$ cat src/rtl/simplez_pkg.sv
// simplez_pkg: opcode, sequencer state, ALU function and instruction-class encodings
// shared by the Simplez control unit and datapath.  Rev 1.0
`default_nettype none

package simplez_pkg;

  localparam logic [2:0] OP_ST   = 3'd0;
  localparam logic [2:0] OP_LD   = 3'd1;
  localparam logic [2:0] OP_ADD  = 3'd2;
  localparam logic [2:0] OP_BR   = 3'd3;
  localparam logic [2:0] OP_BZ   = 3'd4;
  localparam logic [2:0] OP_CLR  = 3'd5;
  localparam logic [2:0] OP_DEC  = 3'd6;
  localparam logic [2:0] OP_HALT = 3'd7;

  localparam logic [1:0] ALU_PASS = 2'b00;
  localparam logic [1:0] ALU_ADD  = 2'b01;
  localparam logic [1:0] ALU_DEC  = 2'b10;
  localparam logic [1:0] ALU_CLR  = 2'b11;

  typedef enum logic [2:0] {
    S_I0   = 3'd0,
    S_I1   = 3'd1,
    S_DEC  = 3'd2,
    S_O0   = 3'd3,
    S_O1   = 3'd4,
    S_HALT = 3'd5
  } state_e;

  typedef enum logic [2:0] {
    IC_MEM    = 3'd0,
    IC_JUMP   = 3'd1,
    IC_NOJUMP = 3'd2,
    IC_ALU    = 3'd3,
    IC_HALT   = 3'd4
  } iclass_e;

  // Memory-operand instructions that read the operand (LD, ADD) rather than write it (ST).
  function automatic logic is_mem_read(input logic [2:0] op);
    return (op == OP_LD) || (op == OP_ADD);
  endfunction

endpackage

`default_nettype wire

$ cat src/rtl/simplez_ctrl_decode.sv
// simplez_ctrl_decode: combinational opcode/z decode into an instruction class
// and the ALU function the instruction uses.  Rev 1.0
`default_nettype none

module simplez_ctrl_decode
  import simplez_pkg::*;
(
  input  logic [2:0] opcode,
  input  logic       z,
  output iclass_e    iclass,
  output logic [1:0] alu_op
);

  always_comb begin
    iclass = IC_HALT;
    alu_op = ALU_PASS;
    case (opcode)
      OP_ST:   iclass = IC_MEM;
      OP_LD:   iclass = IC_MEM;
      OP_ADD: begin
        iclass = IC_MEM;
        alu_op = ALU_ADD;
      end
      OP_BR:   iclass = IC_JUMP;
      OP_BZ:   iclass = z ? IC_JUMP : IC_NOJUMP;
      OP_CLR: begin
        iclass = IC_ALU;
        alu_op = ALU_CLR;
      end
      OP_DEC: begin
        iclass = IC_ALU;
        alu_op = ALU_DEC;
      end
      default: iclass = IC_HALT;
    endcase
  end

endmodule

`default_nettype wire

$ cat src/rtl/simplez_ctrl.sv
// simplez_ctrl: Simplez fetch/decode/operand sequencer driving all datapath
// microorders; state advances on the falling clock edge.  Rev 1.0
`default_nettype none

module simplez_ctrl
  import simplez_pkg::*;
(
  input  logic       clk,
  input  logic       rstn,
  input  logic [2:0] opcode,
  input  logic       z,
  output logic       lec,
  output logic       esc,
  output logic       eri,
  output logic       era,
  output logic       sel_ra,
  output logic       incp,
  output logic       ecp,
  output logic       eac,
  output logic [1:0] alu_op,
  output logic       halted,
  output logic [2:0] state
);

  state_e     r_state;
  iclass_e    w_iclass;
  logic [1:0] w_dec_alu;

  simplez_ctrl_decode u_decode (
    .opcode (opcode),
    .z      (z),
    .iclass (w_iclass),
    .alu_op (w_dec_alu)
  );

  always_ff @(negedge clk or negedge rstn) begin
    if (!rstn) begin
      r_state <= S_I0;
    end else begin
      case (r_state)
        S_I0:  r_state <= S_I1;
        S_I1:  r_state <= S_DEC;
        S_DEC: begin
          case (w_iclass)
            IC_MEM:  r_state <= S_O0;
            IC_HALT: r_state <= S_HALT;
            default: r_state <= S_I0;
          endcase
        end
        S_O0:   r_state <= S_O1;
        S_O1:   r_state <= S_I0;
        S_HALT: r_state <= S_HALT;
        default: r_state <= S_I0;
      endcase
    end
  end

  // Microorders depend on the opcode/z seen during the current state (RI is only
  // loaded at the end of I1), so they are decoded from the state register rather
  // than registered ahead; rstn gates them so no write can fire during reset.
  always_comb begin
    lec    = 1'b0;
    esc    = 1'b0;
    eri    = 1'b0;
    era    = 1'b0;
    sel_ra = 1'b0;
    incp   = 1'b0;
    ecp    = 1'b0;
    eac    = 1'b0;
    alu_op = ALU_PASS;
    halted = 1'b0;
    if (rstn) begin
      case (r_state)
        S_I0: lec = 1'b1;
        S_I1: begin
          eri  = 1'b1;
          incp = 1'b1;
        end
        S_DEC: begin
          case (w_iclass)
            IC_MEM: begin
              era    = 1'b1;
              sel_ra = 1'b1;
            end
            IC_JUMP: begin
              ecp    = 1'b1;
              era    = 1'b1;
              sel_ra = 1'b1;
            end
            IC_NOJUMP: era = 1'b1;
            IC_ALU: begin
              eac    = 1'b1;
              alu_op = w_dec_alu;
              era    = 1'b1;
            end
            default: ;
          endcase
        end
        S_O0: begin
          lec = is_mem_read(opcode);
          esc = (opcode == OP_ST);
        end
        S_O1: begin
          era = 1'b1;
          if (is_mem_read(opcode)) begin
            eac    = 1'b1;
            alu_op = w_dec_alu;
          end
        end
        S_HALT: halted = 1'b1;
        default: ;
      endcase
    end
  end

  assign state = r_state;

endmodule

`default_nettype wire

$ cat config.mk
export PLATFORM = sky130hd
export DESIGN_NAME = simplez_ctrl
export DESIGN_NICKNAME = d
export VERILOG_FILES = /design/src/rtl/simplez_pkg.sv /design/src/rtl/simplez_ctrl_decode.sv /design/src/rtl/simplez_ctrl.sv
export SDC_FILE = /design/constraint.sdc
export NUM_CORES = 1
export LEC_CHECK = 0
export ABC_AREA = 1
export CAP_MARGIN = 20
export CORE_AREA = 2 2 39 41
export DETAILED_ROUTE_END_ITERATION = 12
export DIE_AREA = 0 0 41 43
export PLACE_DENSITY = 0.67
export RECOVER_POWER = 25
export SYNTH_ARGS = -nofsm -noshare
export SYNTH_HDL_FRONTEND = slang
export SYNTH_HIERARCHICAL = 1
export SYNTH_SLANG_ARGS = --single-unit
$ cat constraint.sdc
create_clock -name clk -period 2.3 [get_ports clk]
set_clock_uncertainty 0.15 [all_clocks]
set_input_delay 0.345 -clock clk [delete_from_list [all_inputs] [get_ports clk]]
set_output_delay 0.345 -clock clk [all_outputs]
set_load 0.03 [all_outputs]
# == Yosys cells after proc, flatten, opt, wreduce, memory -nomap -nowiden ==
# Index checks and enable logic that the tools add are counted.
# classes
eq_ne,15
n_mux,30
n_reduce_logical,8
# op_table
cell,count
$eq 3x2->1 const B,6
$eq 3x3->1 const B,6
$mux 1,18
$pmux 3 s5,1
$pmux 3 s4,1
$eq 3x1->1 const B,3
$logic_not 3->1,3
$mux 2,4
$pmux 1 s2,3
$pmux 2 s3,1
$pmux 3 s2,1
$pmux 2 s2,1
$reduce_or 2->1,2
$reduce_or 4->1,1
$reduce_or 3->1,1
$logic_or 1x1->1,1
# totals
ff_bits,3
in_bits,6
output_inout_bits,14
elab_cells,54

# == Longest topological paths before layout ==
# Gate-level depths: netlist of the first run.
# logic_depth
word_depth,8
depth_mapped,8
ltp_nobuf,8

# == Cells and area by module ==
# Netlist of the first run, hierarchy kept.
# modules_own_cells
module,instances,cells_each,area_per_inst_um2,seq_area_each_um2
simplez_ctrl,1,54,342.8,75.1
simplez_ctrl_decode,1,16,71.3,0.0

==> flow_summary.yaml, run 1 <==
global_route:
  grt_pass1_vias: 665
  grt_first_pass_wirelength_mm: 2.80
  grt_usage_pct: 23.6
  overflow: 0
  grt_antenna_before_repair: 0
  grt_max_degree: 7
logic_synthesis:
  ys_warn_count: 6
  synth_top_area_share_pct: 18.1
  synthDistinctLibCells: 20
  syn_nets: 76
  netlist_instances: 70
  yosys-top-cells-area: "dfrtn_1 18%, nand2_1 13%, nand3_1 12%"
  avgSynthCellArea_sq_um: 5.92
  synth_sequential_area_ratio_pct: 18.1
  synth_top_area_cell: "dfrtn_1"
  netlist_area_sq_um: 414
  ys_seq_elements: 3
floorplan:
  core_area_sq_um: 1380
  fp-row-count: 14
  start_util_pct: 29.9
  die_h_um: 43
  die-area_sq_um: 1760
  ios: 20
  die_x_um: 41
finish:
  syn_to_final_growth_pct: 175
  stdcell_area_sq_um: 1140
  finish.utilization_pct: 82.4
  nFillCells: 83
  final_common_cell: "buf_4"
  layout_common_cells: "26 x buf_4, 23 x buf_6, 8 x nor2_4"
  final_layout_size_suffix_gt1_share_pct: 71.4
  largest_reg_flops: 3
  nets: 133
  antenna_cells: 0
clock_tree:
  postCtsHoldBufs: 0
  cts_buffers: 3
  cts_sinks: 3
  clock_path_buffers: 2
  cts_tree: "built"
  clkTransAtPathRegs_ns: 0.03
  clock_latency_ns: 0.25
  cts-root-buf: "clkbuf_4"
  cts_htree_levels: 1
pwr:
  p_leak_nw: 0.508
  vdd_ir_drop_max_v: 0.000882
  p_total_mw: 0.999
  power_density_nw_per_um2: 876
route:
  wire_per_inst_um: 12.9
  routed_via_density: 4.89
  first_pass_iters: 4
  drc_errors: 0
  wirelength_mm: 1.83
  dr_total_vias: 695
  drt-initial-drc-count: 12
  ant_nets: 0
setup_path:
  criticalPathCategory: "reg2out"
  path_cells: "nand2_4, nor2_4, nand3_1, a21oi_4, buf_4"
  crit_buf_inv: 1
  path_delay_family: "flip-flops"
  critPathMaxStageDelay_ns: 0.47
  start_kind: "flip-flop"
  worstPathRequired_ns: 1.80
  crit_path_end_kind: "output port"
  cp.arrival_ns: 2.61
  worstPathMaxFanout: 4
  crit_path_top_delay_cell: "dfrtn_1"
sta:
  tns_ns: -9.38
  slew_violations: 0
  layout_setup_ws_ns: -0.804
  max_slew_margin_pct: 64.8
  hold_viol: 0
  worst_slew_pin_slew_ns: 0.527
  rsz0062_at_grt: "yes"
  setup_violations: 17
placed_design:
  dpl_cell_area_sq_um: 923
  port_buffers: 19
  globalplace.congestion: 0.768
  dp_hpwl_mm: 1.28
  dp_worst_setup_slack_ns: -0.862
status:
  violations: "setup timing"
  outcome: "finished, violations left"
flow_run:
  drv_cap: 0
worst_hold_path:
  hp-class: "reg2reg"
[where the power goes]
part / total (mW) / switching [mW] / leakage (nW) / internal [mW]
clock: 0.0962 / 0.0309 / 0.0150 / 0.0652
combinational: 0.797 / 0.429 / 0.455 / 0.368
sequential: 0.106 / 0.0269 / 0.0378 / 0.0790
total: 0.999 / 0.487 / 0.508 / 0.512
[stage by stage]
| step | std cells | hold WS, ns |
|---|---|---|
| 2_1_floorplan | 70 | 0.505 |
| 3_3_place_gp | 129 | 0.420 |
| 3_5_place_dp | 129 | 0.463 |
| 4_1_cts | 141 | 0.542 |
| 5_1_grt | 142 | 0.500 |
| 6_report | 142 | 0.501 |
[layout make-up]
type	count	area [sq um]	area share (%)
Multi-Input combinational cell	57	495	43.5
Timing Repair Buffer	53	489	42.9
Sequential cell	3	75.1	6.59
Inverter	9	33.8	2.96
Clock buffer	4	26.3	2.31
Tap cell	16	20.0	1.76
[cell usage after synthesis, drive strengths merged]
master   n
o21a     1
nor2    15
nand2   16
or2      1
o22ai    1
nand3b   1
inv      9
buf      1
dfrtn    3
a21oi    8
nor3     2
o21ai    1
nand3   11
[cells by family after synthesis]
logic type | Yosys count | synth area share [%]
AOI/OAI and AO/OA | 11 | 15.1
buffers and inverters | 10 | 9.97
and+or+nand+nor | 46 | 56.8
DFF | 3 | 18.1
[worst paths after layout]
path	depth (start not counted)	slack, ns	from	to
max	5	-0.80	state[1]	alu_op[1]
min	2	0.50	state[2]	state[1]
max reg2reg	5	0.85	state[1]	state[0]
min reg2reg	2	0.50	state[2]	state[1]
max in group asynchronous	1	0.60	rstn	state[0]
min in group asynchronous	1	1.19	rstn	state[1]
[routing by layer]
layer	vias up	part of all wire (%)	global-route usage [%]
li1	341	-	-
met1	330	38	25.5
met2	17	56	41.3
met3	7	2.6	3.14
met4	0	3.0	12.0
met5	-	0	0
[worst min-delay path: stages, from the launching register on]
cell     delay [ns]
dfrtn_1        0.36
buf_4          0.18
o22ai_2        0.18
[repair_timing]
action | 4_1_cts | 5_1_grt
resized for setup | 44 | 11
pin swaps | 13 | 10
buffers inserted | 9 | 5
setup endpoints to repair | 17 | 17
Power figures use the tool's default switching activity.
==> inputs of run 2 (changes only) <==
--- a/config.mk
+++ b/config.mk
@@ -6,10 +6,9 @@
 export NUM_CORES = 1
 export LEC_CHECK = 0
 export ABC_AREA = 1
-export CAP_MARGIN = 20
-export CORE_AREA = 2 2 39 41
+export CORE_AREA = 3 3 40 42
 export DETAILED_ROUTE_END_ITERATION = 12
-export DIE_AREA = 0 0 41 43
+export DIE_AREA = 0 0 43 45
 export PLACE_DENSITY = 0.67
 export RECOVER_POWER = 25
 export SYNTH_ARGS = -nofsm -noshare
==> flow_summary.yaml, run 2 (same netlist as run 1, synthesis figures left out) <==
status:
  outcome: "finished, violations left"
  violations: "setup timing"
clock_tree:
  cts_htree_levels: 1
  cts-root-buf: "clkbuf_4"
  cts_buffers: 3
  postCtsHoldBufs: 0
  cts_sinks: 3
  clock_latency_ns: 0.25
  clkTransAtPathRegs_ns: 0.03
  clock_path_buffers: 2
  cts_tree: "built"
pwr:
  power_frac_comb_pct: 79.8
  p_leak_nw: 0.486
  internal_power_mw: 0.513
  switchingPower_mw: 0.483
  vdd_ir_drop_max_v: 0.000579
  pwr-share-clk_pct: 9.5
  seqPwrFrac_pct: 10.7
  power_density_nw_per_um2: 901
  switching_share_pct: 48.5
  p_total_mw: 0.996
sta:
  tns_ns: -9.62
  rsz0062_at_grt: "yes"
  layout_setup_ws_ns: -0.827
  hold_viol: 0
  max_slew_margin_pct: 63.6
  worst_slew_pin_slew_ns: 0.545
  slew_violations: 0
  setup_violations: 17
global_route:
  grt_antenna_before_repair: 0
  busiest_layer: "met2"
  overflow: 0
  grt_pass1_vias: 662
  grt_max_degree: 8
  use_met2_pct: 36.8
  grt_first_pass_wirelength_mm: 3.03
  grtUsageMet3_pct: 2.39
  grt_util_met1_pct: 26.0
  grt_usage_pct: 21.0
floorplan:
  start_util_pct: 32.2
  die_h_um: 45
  ios: 20
  die-area_sq_um: 1940
  fp-row-count: 13
  die_x_um: 43
  core_area_sq_um: 1280
finish:
  syn_to_final_growth_pct: 167
  antenna_cells: 0
  final_layout_size_suffix_gt1_share_pct: 69.4
  nets: 128
  post_layout_nonfiller_instances: 136
  finish.utilization_pct: 86.0
  largest_reg_flops: 3
  final_common_cell: "buf_6"
  layout_common_cells: "24 x buf_6, 20 x buf_4, 8 x nand2_1, 8 x nor2_4, 7 x nor2_1"
setup_path:
  critPathMaxStageDelay_ns: 0.49
  reg2regPathDepth: 5
  crit_path_top_delay_cell: "dfrtn_1"
  crit_path_end_kind: "output port"
  ff2ff_setup_slack_ns: 0.92
  path_delay_family: "flip-flops"
  cp.arrival_ns: 2.63
  worstPathRequired_ns: 1.80
  crit_buf_inv: 1
  r2r_end: "state[0]"
  worstPathMaxFanout: 4
  criticalPathCategory: "reg2out"
  worstReg2RegStart: "state[1]"
  path_cells: "nand2_4, nor2_4, nand3_1, a21oi_4, buf_4"
  start_kind: "flip-flop"
route:
  drc_errors: 0
  routed_via_density: 5.00
  drt-initial-drc-count: 15
  dr_total_vias: 680
  wirelength_mm: 1.87
  wire_per_inst_um: 13.7
  first_pass_iters: 4
  ant_nets: 0
flow_run:
  drv_cap: 0
placed_design:
  dp_hpwl_mm: 1.19
  port_buffers: 19
  dp.cells: 126
  globalplace.congestion: 0.794
worst_hold_path:
  holdPathStages: 2
  hp-class: "reg2reg"
  min_to: "state[1]"
  min_from: "state[2]"
==> run 2: what timing repair did <==
action	CTS	global route
pin swaps	13	13
gates resized for setup	45	7
setup buffers	5	1
setup endpoints to repair	17	17
==> run 2: worst max-delay path by stage <==
stage | start | cells past startpoint | to | slack (ns)
after floorplan | state[0] | 3 | incp | -0.72
after global placement | opcode[2] | 8 | state[0] | -0.74
after detailed placement | opcode[0] | 9 | state[2] | -0.79
after CTS | state[1] | 5 | alu_op[1] | -0.77
after global routing | state[1] | 6 | alu_op[1] | -0.89
final | state[1] | 5 | alu_op[1] | -0.83
==> run 2: metal layers <==
| metal | routed length (um) | vias up |
|---|---|---|
| met3 | 70 | 5 |
| met1 | 734 | 323 |
| met5 | 0 | - |
| met4 | 29 | 0 |
| li1 | - | 331 |
| met2 | 1030 | 21 |
==> run 2: worst reg2reg max path: stages, from the launching register on <==
cell      delay [ns]
dfrtn_1         0.49
inv_1           0.11
buf_4           0.17
nand3_2         0.10
buf_4           0.12
nand3b_1        0.08
==> run 2: final cells by class <==
class	instances	area [sq um]
inverters	9	33.8
fillers	80	180
repair buffers	48	460
multi-input cells	57	490
clock buffers	4	26.3
well taps	15	18.8
flip-flops and latches	3	75.1
==> run 2: metrics by stage <==
| step | worst slack (ns) | hold WS [ns] | cell area (sq um) |
|---|---|---|---|
| 2_1_floorplan | -0.720 | 0.505 | 572 |
| 3_3_place_gp | -0.745 | 0.470 | 907 |
| 3_5_place_dp | -0.794 | 0.466 | 907 |
| 4_1_cts | -0.767 | 0.466 | 1070 |
| 5_1_grt | -0.890 | 0.481 | 1100 |
| 6_report | -0.827 | 0.444 | 1100 |
==> run 2: power groups by stage <==
stage | Combinational, mW | Clock (mW) | Sequential (mW)
floorplan | 0.308 | 0 | 0.166
global placement | 0.632 | 0 | 0.102
detailed placement | 0.640 | 0 | 0.101
CTS | 0.749 | 0.0938 | 0.102
global route | 0.843 | 0.101 | 0.110
finish | 0.795 | 0.0948 | 0.107
==> inputs of run 3 (changes only) <==
--- a/config.mk
+++ b/config.mk
@@ -9,7 +9,7 @@
 export CORE_AREA = 3 3 40 42
 export DETAILED_ROUTE_END_ITERATION = 12
 export DIE_AREA = 0 0 43 45
-export PLACE_DENSITY = 0.67
+export PLACE_DENSITY = 0.7
 export RECOVER_POWER = 25
 export SYNTH_ARGS = -nofsm -noshare
 export SYNTH_HDL_FRONTEND = slang
==> constraint.sdc (replaced) <==
create_clock -name clk -period 2.59 [get_ports clk]
set_clock_uncertainty 0.15 [all_clocks]
set_input_delay 0.3885 -clock clk [delete_from_list [all_inputs] [get_ports clk]]
set_output_delay 0.3885 -clock clk [all_outputs]
set_load 0.03 [all_outputs]
==> flow_summary.yaml, run 3 (same netlist as run 1, synthesis figures left out) <==
status:
  outcome: "finished, violations left"
  violations: "setup timing"
pwr:
  switching_share_pct: 48.9
  pwr-share-clk_pct: 10.0
  internal_power_mw: 0.472
  seqPwrFrac_pct: 10.4
  p_leak_nw: 0.515
  vdd_ir_drop_max_v: 0.000497
  power_density_nw_per_um2: 810
  switchingPower_mw: 0.452
  power_frac_comb_pct: 79.6
clock_tree:
  clkTransAtPathRegs_ns: 0.04
  cts_buffers: 3
  clock_path_buffers: 2
  cts_sinks: 3
  cts-root-buf: "clkbuf_4"
  cts_tree: "built"
  clock_latency_ns: 0.26
  cts_htree_levels: 1
  postCtsHoldBufs: 0
route:
  drt-initial-drc-count: 6
  routed_via_density: 4.98
  wire_per_inst_um: 16.1
  wirelength_mm: 2.30
  ant_nets: 0
  first_pass_iters: 4
  drc_errors: 0
  dr_total_vias: 712
global_route:
  grt_max_degree: 8
  grt_pass1_vias: 751
  grt_usage_pct: 22.1
  grt_antenna_before_repair: 0
  grt_first_pass_wirelength_mm: 3.30
  overflow: 0
setup_path:
  critPathMaxStageDelay_ns: 0.52
  worstPathMaxFanout: 4
  cp-startpoint: "state[1]"
  path_cells: "nand2_4, nor2_4, nand3_4, nor3_4, buf_6"
  start_kind: "flip-flop"
  crit_path_top_delay_cell: "dfrtn_1"
  worstPathRequired_ns: 2.05
  crit_path_end_kind: "output port"
  criticalPathCategory: "reg2out"
  worstReg2RegStart: "state[2]"
  cp.arrival_ns: 2.80
sta:
  max_slew_margin_pct: 62.2
  slew_violations: 0
  tns_ns: -8.82
  layout_setup_ws_ns: -0.744
  hold_viol: 0
  rsz0062_at_grt: "yes"
  setup_violations: 17
  worst_slew_pin_slew_ns: 0.567
floorplan:
  die-area_sq_um: 1940
  die_x_um: 43
  fp-row-count: 13
  core_area_sq_um: 1280
  start_util_pct: 32.2
  die_h_um: 45
  ios: 20
worst_hold_path:
  min_from: "state[2]"
  hp-class: "reg2reg"
placed_design:
  dp_worst_setup_slack_ns: -0.694
  dp.cells: 125
  port_buffers: 19
  dp_hpwl_mm: 1.27
  globalplace.congestion: 0.794
flow_run:
  drv_cap: 0
finish:
  nets: 135
  final_common_cell: "buf_4"
  syn_to_final_growth_pct: 176
  largest_reg_flops: 3
  antenna_cells: 0
  layout_common_cells: "29 x buf_4, 23 x buf_6, 9 x nand2_1"
  final_layout_size_suffix_gt1_share_pct: 70.3
  post_layout_nonfiller_instances: 143
## run 3: cell types whose count changed in the layout (fill, tap and decap cells not counted)
cell     before  now
buf_6        24   23
nand3_1       6    5
nor2_2        0    1
buf_4        20   29
nand3_2       4    5
buf_8         1    0
or2_4         1    0
nor2_4        8    7
nand2_2       4    3
or2_1         0    1
nand2_1       8    9
## run 3: final cells by class
cell class	count	area (sq um)
Sequential cell	3	75.1
Tap cell	15	18.8
Multi-Input combinational cell	57	485
Inverter	9	33.8
Fill cell	63	144
Clock buffer	4	26.3
Timing Repair Buffer	55	502
## run 3: worst paths after layout
check	slack [ns]	depth (start not counted)	endpoint
max	-0.74	5	ecp
min	0.46	3	state[2]
max reg2reg	1.17	7	state[2]
min reg2reg	0.46	3	state[2]
max in group asynchronous	0.55	1	state[1]
min in group asynchronous	1.43	1	state[2]
## run 3: timing repair
action                     4_1_cts  5_1_grt
buffers inserted                11        4
resized for setup               39        9
pin swaps                       14       14
setup endpoints to repair       17       17
## run 3: metal layers
metal  share of wire (%)  global-route usage (%)  up-vias  wire [um]
met5                   0                       0        -          0
met3                 4.7                    3.98        4        108
met4                 1.0                   0.602        0         24
met1                  38                    26.0      340        880
met2                  56                    43.7       22       1290
li1                    -                       -      346          -
## run 3: critical path: cells and delay by family (launching register included)
family	cells	cell delay, ns
buffers and inverters	1	0.15
and+or+nand+nor	4	0.57
DFF	1	0.52
## run 3: through the flow
step	area (sq um)	hold slack (ns)	power [mW]	util [%]
2_1_floorplan	572	0.505	0.421	-
3_3_place_gp	900	0.417	0.622	70.0
3_5_place_dp	900	0.429	0.632	70.0
4_1_cts	1100	0.438	0.855	85.7
5_1_grt	1140	0.494	0.974	88.8
6_report	1140	0.458	0.924	88.8
## run 3: power by group through the flow
stage                     Sequential (mW)  Clock [mW]  Combinational, mW
after floorplan                     0.148           0              0.274
after global placement             0.0916           0              0.531
after detailed placement           0.0932           0              0.539
after CTS                          0.0937      0.0847              0.676
after global routing               0.0979       0.103              0.773
final                              0.0963      0.0926              0.735
